--- config.mk ---
export PLATFORM = sky130hd
export DESIGN_NAME = trigger_timestamp
export DESIGN_NICKNAME = d
export VERILOG_FILES = /design/src/rtl/trigger_timestamp.sv
export SDC_FILE = /design/constraint.sdc
export NUM_CORES = 1
export LEC_CHECK = 0
export ABC_AREA = 0
export BUFFER_PORTS_ARGS = -buffer_cell sky130_fd_sc_hd__buf_4
export CORE_MARGIN = 2
export CORE_UTILIZATION = 50
export CTS_BUF_LIST = sky130_fd_sc_hd__clkbuf_4
export DETAILED_ROUTE_END_ITERATION = 10
export GPL_TIMING_DRIVEN = 1
export PLACE_DENSITY = 0.71
export SYNTH_ARGS = -nofsm -noshare
export SYNTH_HDL_FRONTEND = slang
export SYNTH_SLANG_ARGS = --single-unit
--- constraint.sdc ---
create_clock -name adc_clk -period 8.5 [get_ports adc_clk]
set_input_delay 0.425 -clock adc_clk [delete_from_list [all_inputs] [get_ports adc_clk]]
set_output_delay 0.425 -clock adc_clk [all_outputs]
set_load 0.005 [all_outputs]
--- src/rtl/trigger_timestamp.sv ---
// Two-event trigger timestamper.
// Event A (trigger0 falling) and event B (trigger1 rising) are stamped against a
// free-running counter. The block reports the A->B delta and opens an
// acquisition gate of programmable length starting at event A.
module trigger_timestamp #(
    parameter int                    TS_WIDTH   = 32,
    parameter int                    GATE_WIDTH = 24,
    parameter logic [GATE_WIDTH-1:0] TIMEOUT    = GATE_WIDTH'(24'hFFFFFF)
) (
    input  logic                  adc_clk,
    input  logic                  trig_reset,
    input  logic                  arm,
    input  logic [GATE_WIDTH-1:0] acq_len,
    input  logic                  trigger0,
    input  logic                  trigger1,
    output logic                  acq_gate,
    output logic [TS_WIDTH-1:0]   ts_a,
    output logic [TS_WIDTH-1:0]   ts_b,
    output logic [TS_WIDTH-1:0]   delta_ab,
    output logic                  ts_valid,
    output logic                  timeout,
    output logic                  busy
);

    localparam logic [2:0] S_IDLE   = 3'd0;
    localparam logic [2:0] S_ARMED  = 3'd1;
    localparam logic [2:0] S_WAIT_B = 3'd2;
    localparam logic [2:0] S_ACQ    = 3'd3;
    localparam logic [2:0] S_DONE   = 3'd4;

    logic [2:0]            state_q,    state_d;
    logic [TS_WIDTH-1:0]   ts_cnt_q,   ts_cnt_d;
    logic                  t0_q,       t0_d;
    logic                  t1_q,       t1_d;
    logic [GATE_WIDTH-1:0] len_q,      len_d;
    logic [GATE_WIDTH-1:0] gate_cnt_q, gate_cnt_d;
    logic [GATE_WIDTH-1:0] to_cnt_q,   to_cnt_d;
    logic                  acq_gate_q, acq_gate_d;
    logic [TS_WIDTH-1:0]   ts_a_q,     ts_a_d;
    logic [TS_WIDTH-1:0]   ts_b_q,     ts_b_d;
    logic [TS_WIDTH-1:0]   delta_q,    delta_d;
    logic                  valid_q,    valid_d;
    logic                  timeout_q,  timeout_d;
    logic                  busy_q,     busy_d;

    logic fall_a;
    logic rise_b;

    // Edge detection against the previous-cycle copies of the trigger inputs.
    assign fall_a = t0_q & ~trigger0;
    assign rise_b = ~t1_q & trigger1;

    // State and datapath registers; reset discards any capture in flight.
    always_ff @(posedge adc_clk or posedge trig_reset) begin
        if (trig_reset) begin
            state_q    <= S_IDLE;
            ts_cnt_q   <= '0;
            t0_q       <= 1'b0;
            t1_q       <= 1'b0;
            len_q      <= '0;
            gate_cnt_q <= '0;
            to_cnt_q   <= '0;
            acq_gate_q <= 1'b0;
            ts_a_q     <= '0;
            ts_b_q     <= '0;
            delta_q    <= '0;
            valid_q    <= 1'b0;
            timeout_q  <= 1'b0;
            busy_q     <= 1'b0;
        end else begin
            state_q    <= state_d;
            ts_cnt_q   <= ts_cnt_d;
            t0_q       <= t0_d;
            t1_q       <= t1_d;
            len_q      <= len_d;
            gate_cnt_q <= gate_cnt_d;
            to_cnt_q   <= to_cnt_d;
            acq_gate_q <= acq_gate_d;
            ts_a_q     <= ts_a_d;
            ts_b_q     <= ts_b_d;
            delta_q    <= delta_d;
            valid_q    <= valid_d;
            timeout_q  <= timeout_d;
            busy_q     <= busy_d;
        end
    end

    // Next-state logic; B wins over timeout in the same cycle, illegal codes recover to IDLE.
    always_comb begin
        state_d = state_q;
        case (state_q)
            S_IDLE, S_DONE: begin
                if (arm) state_d = S_ARMED;
            end
            S_ARMED: begin
                if (fall_a) state_d = rise_b ? S_ACQ : S_WAIT_B;
            end
            S_WAIT_B: begin
                if (rise_b)                 state_d = S_ACQ;
                else if (to_cnt_q == TIMEOUT) state_d = S_DONE;
            end
            S_ACQ: begin
                if (gate_cnt_q == '0) state_d = S_DONE;
            end
            default: state_d = S_IDLE;
        endcase
    end

    // Counters, captures and registered outputs.
    always_comb begin
        ts_cnt_d   = ts_cnt_q + 1'b1;
        t0_d       = trigger0;
        t1_d       = trigger1;
        len_d      = len_q;
        gate_cnt_d = gate_cnt_q;
        to_cnt_d   = to_cnt_q;
        acq_gate_d = acq_gate_q;
        ts_a_d     = ts_a_q;
        ts_b_d     = ts_b_q;
        delta_d    = delta_q;
        valid_d    = valid_q;
        timeout_d  = timeout_q;

        // The gate runs independently of B: it closes on the 1 -> 0 count step.
        if (acq_gate_q) begin
            gate_cnt_d = gate_cnt_q - 1'b1;
            if (gate_cnt_q == GATE_WIDTH'(1)) acq_gate_d = 1'b0;
        end

        case (state_q)
            S_IDLE, S_DONE: begin
                if (arm) begin
                    // A zero length would give no gate at all; treat it as one cycle.
                    len_d     = (acq_len == '0) ? GATE_WIDTH'(1) : acq_len;
                    valid_d   = 1'b0;
                    timeout_d = 1'b0;
                end
            end
            S_ARMED: begin
                if (fall_a) begin
                    ts_a_d     = ts_cnt_q;
                    gate_cnt_d = len_q;
                    acq_gate_d = 1'b1;
                    to_cnt_d   = '0;
                    if (rise_b) begin
                        ts_b_d  = ts_cnt_q;
                        delta_d = '0;
                    end
                end
            end
            S_WAIT_B: begin
                to_cnt_d = to_cnt_q + 1'b1;
                if (rise_b) begin
                    ts_b_d  = ts_cnt_q;
                    delta_d = ts_cnt_q - ts_a_q;
                end else if (to_cnt_q == TIMEOUT) begin
                    timeout_d  = 1'b1;
                    acq_gate_d = 1'b0;
                    gate_cnt_d = '0;
                end
            end
            S_ACQ: begin
                if (gate_cnt_q == '0) valid_d = 1'b1;
            end
            default: ;
        endcase

        busy_d = (state_d == S_ARMED) || (state_d == S_WAIT_B) || (state_d == S_ACQ);
    end

    assign acq_gate = acq_gate_q;
    assign ts_a     = ts_a_q;
    assign ts_b     = ts_b_q;
    assign delta_ab = delta_q;
    assign ts_valid = valid_q;
    assign timeout  = timeout_q;
    assign busy     = busy_q;

endmodule

Word level (Yosys, flattened, before mapping)
Index checks and enable logic that the tools add are counted.
- bits in latches: 0
- memory bits (read-only): 0
- register bits after elaboration: 209
- RAM bits: 0
- output and inout bits: 100
- memories: 0
- input bits: 29
- div/mod/pow operators: 0
- reductions and logical operators: 15
- eq/ne operators: 16
- $mul: 0
- shift operators: 0
- mux-type cells: 34
- bitwise gates (word level): 4
- $lt $le $gt $ge: 0
- add/subtract/negate cells: 4
- operator list (kind ; count):
    32-bit 2-to-1 mux ; 5
    24-bit 2-to-1 mux ; 6
    32-bit case mux with 2 select lines ; 2
    24-bit case mux with 2 select lines ; 2
    24-bit logical NOT ; 2
    32-bit by 1-bit adder with 32-bit output, second input constant ; 1
    32-bit subtractor ; 1
    24-bit by 1-bit adder with 24-bit output, second input constant ; 1
    24-bit by 1-bit equality test with 1-bit output, second input constant ; 1
    24-bit equality test, second input constant ; 1
    24-bit by 1-bit subtractor with 24-bit output, second input constant ; 1
    3-bit 2-to-1 mux ; 5
    2-bit inequality test, second input constant ; 7
    3-bit by 2-bit equality test with 1-bit output, second input constant ; 4
    3-bit case mux with 4 select lines ; 1
    1-bit 2-to-1 mux ; 10
    4-bit AND reduction ; 2
    3-bit by 1-bit equality test with 1-bit output, second input constant ; 2
    1-bit case mux with 2 select lines ; 3
    2-bit AND reduction ; 3
    2-bit nonzero test ; 3
    3-bit equality test, second input constant ; 1
    3-bit logical NOT ; 1
    3-bit AND reduction ; 1
    4 further kinds ; 7

Logic depth before layout (Yosys ltp)
Gate-level depths: netlist (run 1).
- depth in word-level cells: 8
- gate-level depth with buffers: 11
- depth with buffers taken out: 11

Least setup slack after synthesis (run 1)
No wires, ideal clock.
- path type: register -> register
- start: register ts_cnt_q[0]
- end: register delta_q[28], in the netlist delta_ab[28]
- data arrival time: 2.674 ns
- path slack: 5.702 ns
- data required time: 8.376 ns
- buffers on the path: 0
- stages on the path, launching flop included: 12
- path through: dfrtp_1 -> inv_1 -> ha_1 -> inv_1 -> fa_1 -> a211o_1 -> o211ai_1 -> a21oi_1 -> a221o_1 -> a211o_1 -> and3_1 -> a211o_1
- word-level cells in the longest chain between the ends: 3
- RTL lines (element ; RTL line ; RTL):
    from (decl) ; 32 ; logic [TS_WIDTH-1:0] ts_cnt_q, ts_cnt_d;
    from (signal assigned) ; 72 ; ts_cnt_q <= ts_cnt_d;
    32-bit subtractor ; 155 ; delta_d = ts_cnt_q - ts_a_q;
    32-bit 2-to-1 mux ; 153 ; if (rise_b) begin
    32-bit case mux with 2 select lines ; 130 ; case (state_q)
    to (signal assigned) ; 81 ; delta_q <= delta_d;
    to (decl) ; 41 ; logic [TS_WIDTH-1:0] delta_q, delta_d;
No other way between the ends. The select of a mux whose other input is x is not followed.
A chain may end at the register's enable or synchronous reset.

Worst setup path in the final report (run 1)
Same ends and word-level chain as after synthesis.

==> run summary, run 1 <==
Top Family by Delay on Critical Path: compound AO/OA/AOI/OAI gates
Int Pwr: 2.345 mW
Slew HR: 36.03%
r2r worst-path depth: 11
syn_nets: 1111
area leader, netlist: dfrtp_1
area post-placement: 0.01167 sq mm
leading post-synthesis cells by cell area: dfrtp_1 50%, mux2_2 5.8%, nand2_1 5.3%
Net Sw Frac: 36.81%
Total GRT Usage: 23.78%
post-synthesis average cell area: 9.982 sq um
Slowest-stage cell, CP: a221o_1
hold_ws: 63.97 ps
Hold Violations, Final: 0
Avg Vias per Cell: 5.494
ys async rst share: 100.0%
Hold Path Depth: 3
clock buffer depth: 3
Slew @ Worst Pin: 959.6 ps
CTS tree: done
P_sw: 1.367 mW
placed insts: 1413
DIE WIDTH: 148.5 um
max-slew violation count: 0
Post-CTS Setup Bufs: 0
Sum Neg Setup Slack: 0 ps
Period minus WS final: 3033 ps
DR WL/cell: 16.55 um
final core occ: 61.81%
CP Data Required Time: 9050 ps
Final Instance Area: 0.01259 sq mm
Netlist cell types: 62
startpoint type of the worst setup path: flop
Synth Register Bits: 209
crit path buf inv count: 2
area grow syn2layout: 20.56%
status: finished clean
Cell Chain, Critical Path: inv_1 > ha_1 > inv_1 > fa_1 > a211o_1 > o211ai_1 > a21oi_1 > a221o_1 > a211o_1 > and3_1 > a211o_1
Total Wirelength: 25490 um
WP depth: 11
Syn Inst Count: 1046
hold_buf cts: 26
Vias: 8461
Final HPWL DP: 17290 um
final non-filler cell total: 1540
worst-path fanout max: 5
Register Area: 0.005230 sq mm
Initial DRC Count: 550
Core Area: 0.02036 sq mm
row cnt: 52
CP endpoint kind: flop
hold crit path type: input port to flop
first-pass GRT wire length: 42550 um
Yosys top cell area share: 50.09%
clock power share: 22.0%
total CTS buffers: 54
FILL cells: 1750
PortBufs: 128
worst setup path category: flop to flop
Pre-antenna DRT Iters: 5
maxcap violations: 0
Power per Cell Area: 294.9 mW/mm^2
leakage power: 5.948 nW
CTS resizes: 0
CTS root buffer: clkbuf_4
Fmax: 0.3297 GHz
clock sink count: 209
sequential area share after synthesis: 50.09%
Peak VDD IR: 0.0001301 V
Data arrival, critical path: 3590 ps
grt total ovfl: 0
Top cell by count, worst path: a211o_1
Post-DRT Antenna Nets: 0
htree depth: 2
Layout Nets: 1290
EDFF count, synth: 0
number of global-route vias before repair: 8443
Synth Cell Area: 0.01044 sq mm
clk_skew: 49.45 ps
clock slew at reported path FFs: 70 ps
pin count of the biggest net entering global routing: 136
RSZ-0062 raised after global routing: false
Gate power share: 36.4%
initial core utilization: 51.27%
I/O Pins: 129
Setup violations, final: 0
GP Congestion: 0.8910
antenna violations before repair: 1
sequential fraction of design power: 41.6%
crit share post-route: 35.68%
share of cells above drive strength 1: 22.22%
die height: 148.5 um
ys flop type: dfrtp_1
clock latency on the worst-skew pair: 680 ps
Die ar.: 0.02205 sq mm
Worst path max stage delay: 440 ps
synth warn: 0
area taken by multi-input logic gates: 0.004892 sq mm
drc violations: 0
==> sequential cells by signal, indices dropped and copies added, names as in the netlist <==
name        cells
delta_ab       32
ts_a           32
ts_b           32
ts_cnt_q       32
gate_cnt_q     24
len_q          24
to_cnt_q       24
state_q         3
acq_gate        1
busy            1
t0_q            1
t1_q            1
timeout         1
ts_valid        1
==> synthesized netlist by cell type (3+ instances only) <==
cell	number
nor4_1	13
mux2i_1	7
o31ai_1	11
mux2_2	54
o21bai_1	7
clkbuf_1	33
ha_1	35
nand4_1	20
nor2b_1	3
o21ai_1	3
dfrtp_1	209
o21ai_0	105
or3_1	3
inv_1	52
and3_1	13
nand2b_1	3
a21oi_1	40
or2_2	3
a221o_1	4
a31oi_1	5
a211o_1	6
buf_2	3
and4_1	11
nor2_1	61
xor2_1	24
o211ai_1	12
a22o_1	3
a21o_1	13
nand2_1	148
a211oi_1	5
nand3_1	31
nor3_1	14
xnor2_1	52
==> worst min-delay path: stages <==
cell and delay [ps]:
buf_4 80, nand3b_1 90, o31ai_1 60
==> path summary, 6_finish.rpt <==
path                             start       endpoint  slack [ps]
max in group asynchronous   trig_reset    ts_cnt_q[4]        6420
min in group asynchronous   trig_reset       ts_b[28]         490
max reg2reg                ts_cnt_q[0]   delta_ab[28]        5470
min reg2reg                   len_q[8]  gate_cnt_q[8]         480
min                                arm     state_q[2]          60
max                        ts_cnt_q[0]   delta_ab[28]        5470
==> layout make-up <==
type,instances,share of cell area (%)
Inverter,52,1.610
Antenna cell,1,0.01988
Timing Repair Buffer,160,10.06
Tap cell,270,2.684
Multi-Input combinational cell,748,38.86
Sequential cell,209,41.55
Clock inverter,27,0.8647
Clock buffer,73,4.353
==> placed cells by master, fill, tap and decap left out, types with 40 or more instances in the layout <==
master	netlist	layout
dfrtp_1	209	209
nand2_1	148	148
buf_4	0	134
o21ai_0	105	104
clkbuf_4	0	73
nor2_1	61	60
mux2_2	54	54
xnor2_1	52	52
inv_1	52	51
a21oi_1	40	40
==> kinds of logic after synthesis <==
group,Yosys count,synth area share [%]
adder cells (fa/ha/maj),36,4.386
flip-flops,209,50.09
multiplexers,61,6.495
AND/OR/NAND/NOR,339,15.49
AO/OA/AOI/OAI,236,13.92
buffers and inverters,89,3.235
XOR/XNOR,76,6.375
==> power groups by stage <==
stage | clock [mW] | sequential, mW | combinational (mW)
3_5_place_dp | 0 | 1.56 | 1.34
6_report | 0.818 | 1.54 | 1.35
4_1_cts | 0.846 | 1.54 | 1.35
2_1_floorplan | 0 | 1.51 | 0.857
3_3_place_gp | 0 | 1.55 | 1.31
5_1_grt | 0.902 | 1.59 | 1.51
==> per-stage QoR <==
step / power [mW] / worst slack [ps]
after floorplan: 2.362 / 2366
after CTS: 3.743 / 5482
after global routing: 3.998 / 5263
after global placement: 2.865 / 5556
final: 3.712 / 5467
after detailed placement: 2.892 / 5466
==> layer usage <==
| metal | GRT usage [%] | vias to the layer above | routed length (um) |
|---|---|---|---|
| met5 | 0 | - | 0 |
| met4 | 8.952 | 0 | 799 |
| met3 | 5.215 | 56 | 1337 |
| met2 | 36.04 | 210 | 11480 |
| met1 | 33.72 | 4101 | 11880 |
| li1 | - | 4094 | - |
No activity file was read; power rests on OpenSTA's default activity.
==> run 2: changes to the inputs <==
Settings changed: ABC_AREA 0 to 1.
Clock period 8.5 ns to 3.1 ns, I/O delays scaled along.
==> run summary, run 2 <==
status: finished clean
ys async rst share: 100.0% (unchanged)
final core occ: 61.04% (-0.77 points)
pin count of the biggest net entering global routing: 132 (-2.9%)
most frequent cell after synthesis: nand2_1
max-slew violation count: 0 (unchanged)
routed wl met3: 1390 um (+4.0%)
clock sink count: 209 (unchanged)
leakage power: 7.524 nW (+26%)
Netlist cell types: 42 (-32%)
startpoint type of the worst setup path: flop
Yosys top cell area share: 44.89% (-5.2 points)
CP endpoint kind: flop
Synth Cell Area: 0.01165 sq mm (+12%)
first-pass GRT wire length: 49760 um (+17%)
worst setup path category: flop to flop
area leader, netlist: dfrtp_1
Final HPWL DP: 21770 um (+26%)
syn_nets: 1667 (+50%)
met1 wire length: 13370 um (+13%)
PortBufs: 128 (unchanged)
die height: 156.6 um (+5.5%)
Sum Neg Setup Slack: 0 ps (unchanged)
htree depth: 2 (unchanged)
hold crit path type: input port to async pin
Period minus WS final: 2338 ps (-694.5 ps)
drc violations: 0 (unchanged)
Data arrival, critical path: 2860 ps (-730 ps)
worst-path fanout max: 53 (+48)
Core Area: 0.02278 sq mm (+12%)
Die ar.: 0.02454 sq mm (+11%)
Cell Chain, Critical Path: inv_1 > nor3_4 > buf_4 > nor2_2 > nor2_2 > inv_2 > buf_4 > o21ai_0
met2 wire len: 13890 um (+21%)
maxcap violations: 0 (unchanged)
Top Family by Delay on Critical Path: buffers and inverters
clock latency on the worst-skew pair: 680 ps (about the same)
grt total ovfl: 0 (unchanged)
Syn Inst Count: 1602 (+53%)
total CTS buffers: 54 (unchanged)
share of cells above drive strength 1: 13.35% (-8.9 points)
Synth Register Bits: 209 (unchanged)
Pre-antenna DRT Iters: 7 (+2)
reg2reg start: state_q[1]
reg2reg setup slack: 760 ps (-4710 ps)
row cnt: 55 (+5.8%)
leading post-synthesis cells by cell area: dfrtp_1 45%, nand2_1 18%, inv_1 8.6%
CTS root buffer: clkbuf_4
Peak VDD IR: 0.0003001 V (+130%)
commonest non-fill, non-tap cell in the layout: nand2_1
Slew HR: 40.45% (+4.4 points)
clk_skew: 35.16 ps (-14.28 ps)
GP Congestion: 0.9084 (+2.0%)
Total GRT Usage: 25.12% (+1.3 points)
Hold Violations, Final: 0 (unchanged)
Vias: 10670 (+26%)
DIE WIDTH: 156.6 um (+5.5%)
synth warn: 0 (unchanged)
post-synthesis average cell area: 7.272 sq um (-27%)
I/O Pins: 129 (unchanged)
Layout Nets: 1863 (+44%)
Slew @ Worst Pin: 893.2 ps (-66.36 ps)
antenna violations before repair: 1 (unchanged)
Avg Vias per Cell: 4.979 (-9.4%)
CP Data Required Time: 3620 ps (-5430 ps)
area grow syn2layout: 19.35%
DR WL/cell: 13.93 um (-16%)
commonest cells after routing, fill and taps aside: 545 x nand2_1, 266 x inv_1, 209 x dfrtp_1
initial core utilization: 51.15% (-0.13 points)
clock buffer depth: 3 (unchanged)
EDFF count, synth: 0 (unchanged)
Fmax: 0.4277 GHz (+30%)
r2r worst-path depth: 8 (-3)
RSZ-0062 raised after global routing: false
top sig layer: met4
FILL cells: 2069 (+18%)
clock slew at reported path FFs: 60 ps (about the same)
reg2reg end: ts_b[7]
Slowest-stage cell, CP: inv_2
crit path buf inv count: 4 (+2)
Commonest cells post-synth: 545 x nand2_1, 267 x inv_1, 209 x dfrtp_1
Total Wirelength: 29840 um (+17%)
total power: 9.138 mW (+150%)
Initial DRC Count: 734 (+33%)
number of global-route vias before repair: 10500 (+24%)
Post-DRT Antenna Nets: 0 (unchanged)
ys flop type: dfrtp_1
Worst path max stage delay: 610 ps (+170 ps)
Power per Cell Area: 657.2 mW/mm^2 (+120%)
CTS tree: done
crit share post-route: 75.43% (+40 points)
sequential area share after synthesis: 44.89% (-5.2 points)
Setup violations, final: 0 (unchanged)
[run 2: changes by cell type after synthesis, sizes merged, moves of 14 or more]
cell   previous run  this run
mux2             54         0
inv              52       272
nor2             61       132
nand2           149       547
nand3            31        73
o21ai           110       124
and3             14         0
nor3             16        37
xor2             24        38
xnor2            52         7
[run 2: where the power goes]
part | internal [mW] | switching (mW) | total [mW] | leakage, nW
sequential | 3.35 | 0.502 | 3.85 | 2.78
combinational | 1.25 | 1.79 | 3.04 | 4.36
clock | 1.16 | 1.09 | 2.25 | 0.380
[run 2: timing repair]
item                                   4_1_cts  5_1_grt
setup buffers                                0        0
hold buffers                                35        0
resized for setup                            0        0
endpoints found under the hold margin      238        0
[run 2: per-stage QoR]
step	setup WS [ps]	area, sq um	cells	hold WS, ps
finish	761.8	13900	2142	157.3
global route	502.3	13900	2142	139.7
CTS	721.3	13900	2141	106.6
detailed placement	753.5	12930	2020	277.7
global placement	811.0	12930	2020	275.0
floorplan	230.8	11650	1602	186.4
[run 2: cell families after synthesis]
logic type / share of synthesized area, %
AND/OR/NAND/NOR: 29.03
XOR/XNOR: 3.383
flip-flops: 44.89
buffers and inverters: 10.24
multiplexers: 0.08592
AO/OA/AOI/OAI: 8.442
adder cells (fa/ha/maj): 3.931
[run 2: final cells by class]
type                    instances  area (sq um)  share of cell area (%)
multi-input cells            1089          5228                   37.60
clock inverters                 6         23.77                  0.1710
flip-flops and latches        209          5230                   37.61
clock buffers                  80         600.6                   4.319
repair buffers                172          1404                   10.10
diodes                          1         2.502                 0.01800
inverters                     272          1025                   7.370
well taps                     313         391.6                   2.817
[run 2: worst max path at each step]
| stage | start | to | depth (start not counted) |
|---|---|---|---|
| floorplan | trig_reset | acq_gate | 1 |
| global placement | state_q[1] | ts_b[7] | 8 |
| detailed placement | state_q[1] | ts_b[8] | 8 |
| CTS | state_q[1] | ts_b[7] | 8 |
| global route | state_q[1] | ts_b[7] | 9 |
| finish | state_q[1] | ts_b[7] | 8 |
[run 2: layer usage]
layer	track usage, %	up-vias
li1	-	5376
met1	32.56	4935
met2	41.64	275
met3	3.794	80
met4	11.49	0
met5	0	-
[run 2: tightest hold or removal path, cell delays in order]
cell and delay [ps]:
dlygate4sd3_1 530, buf_4 140, clkinvlp_4 100, buf_12 330
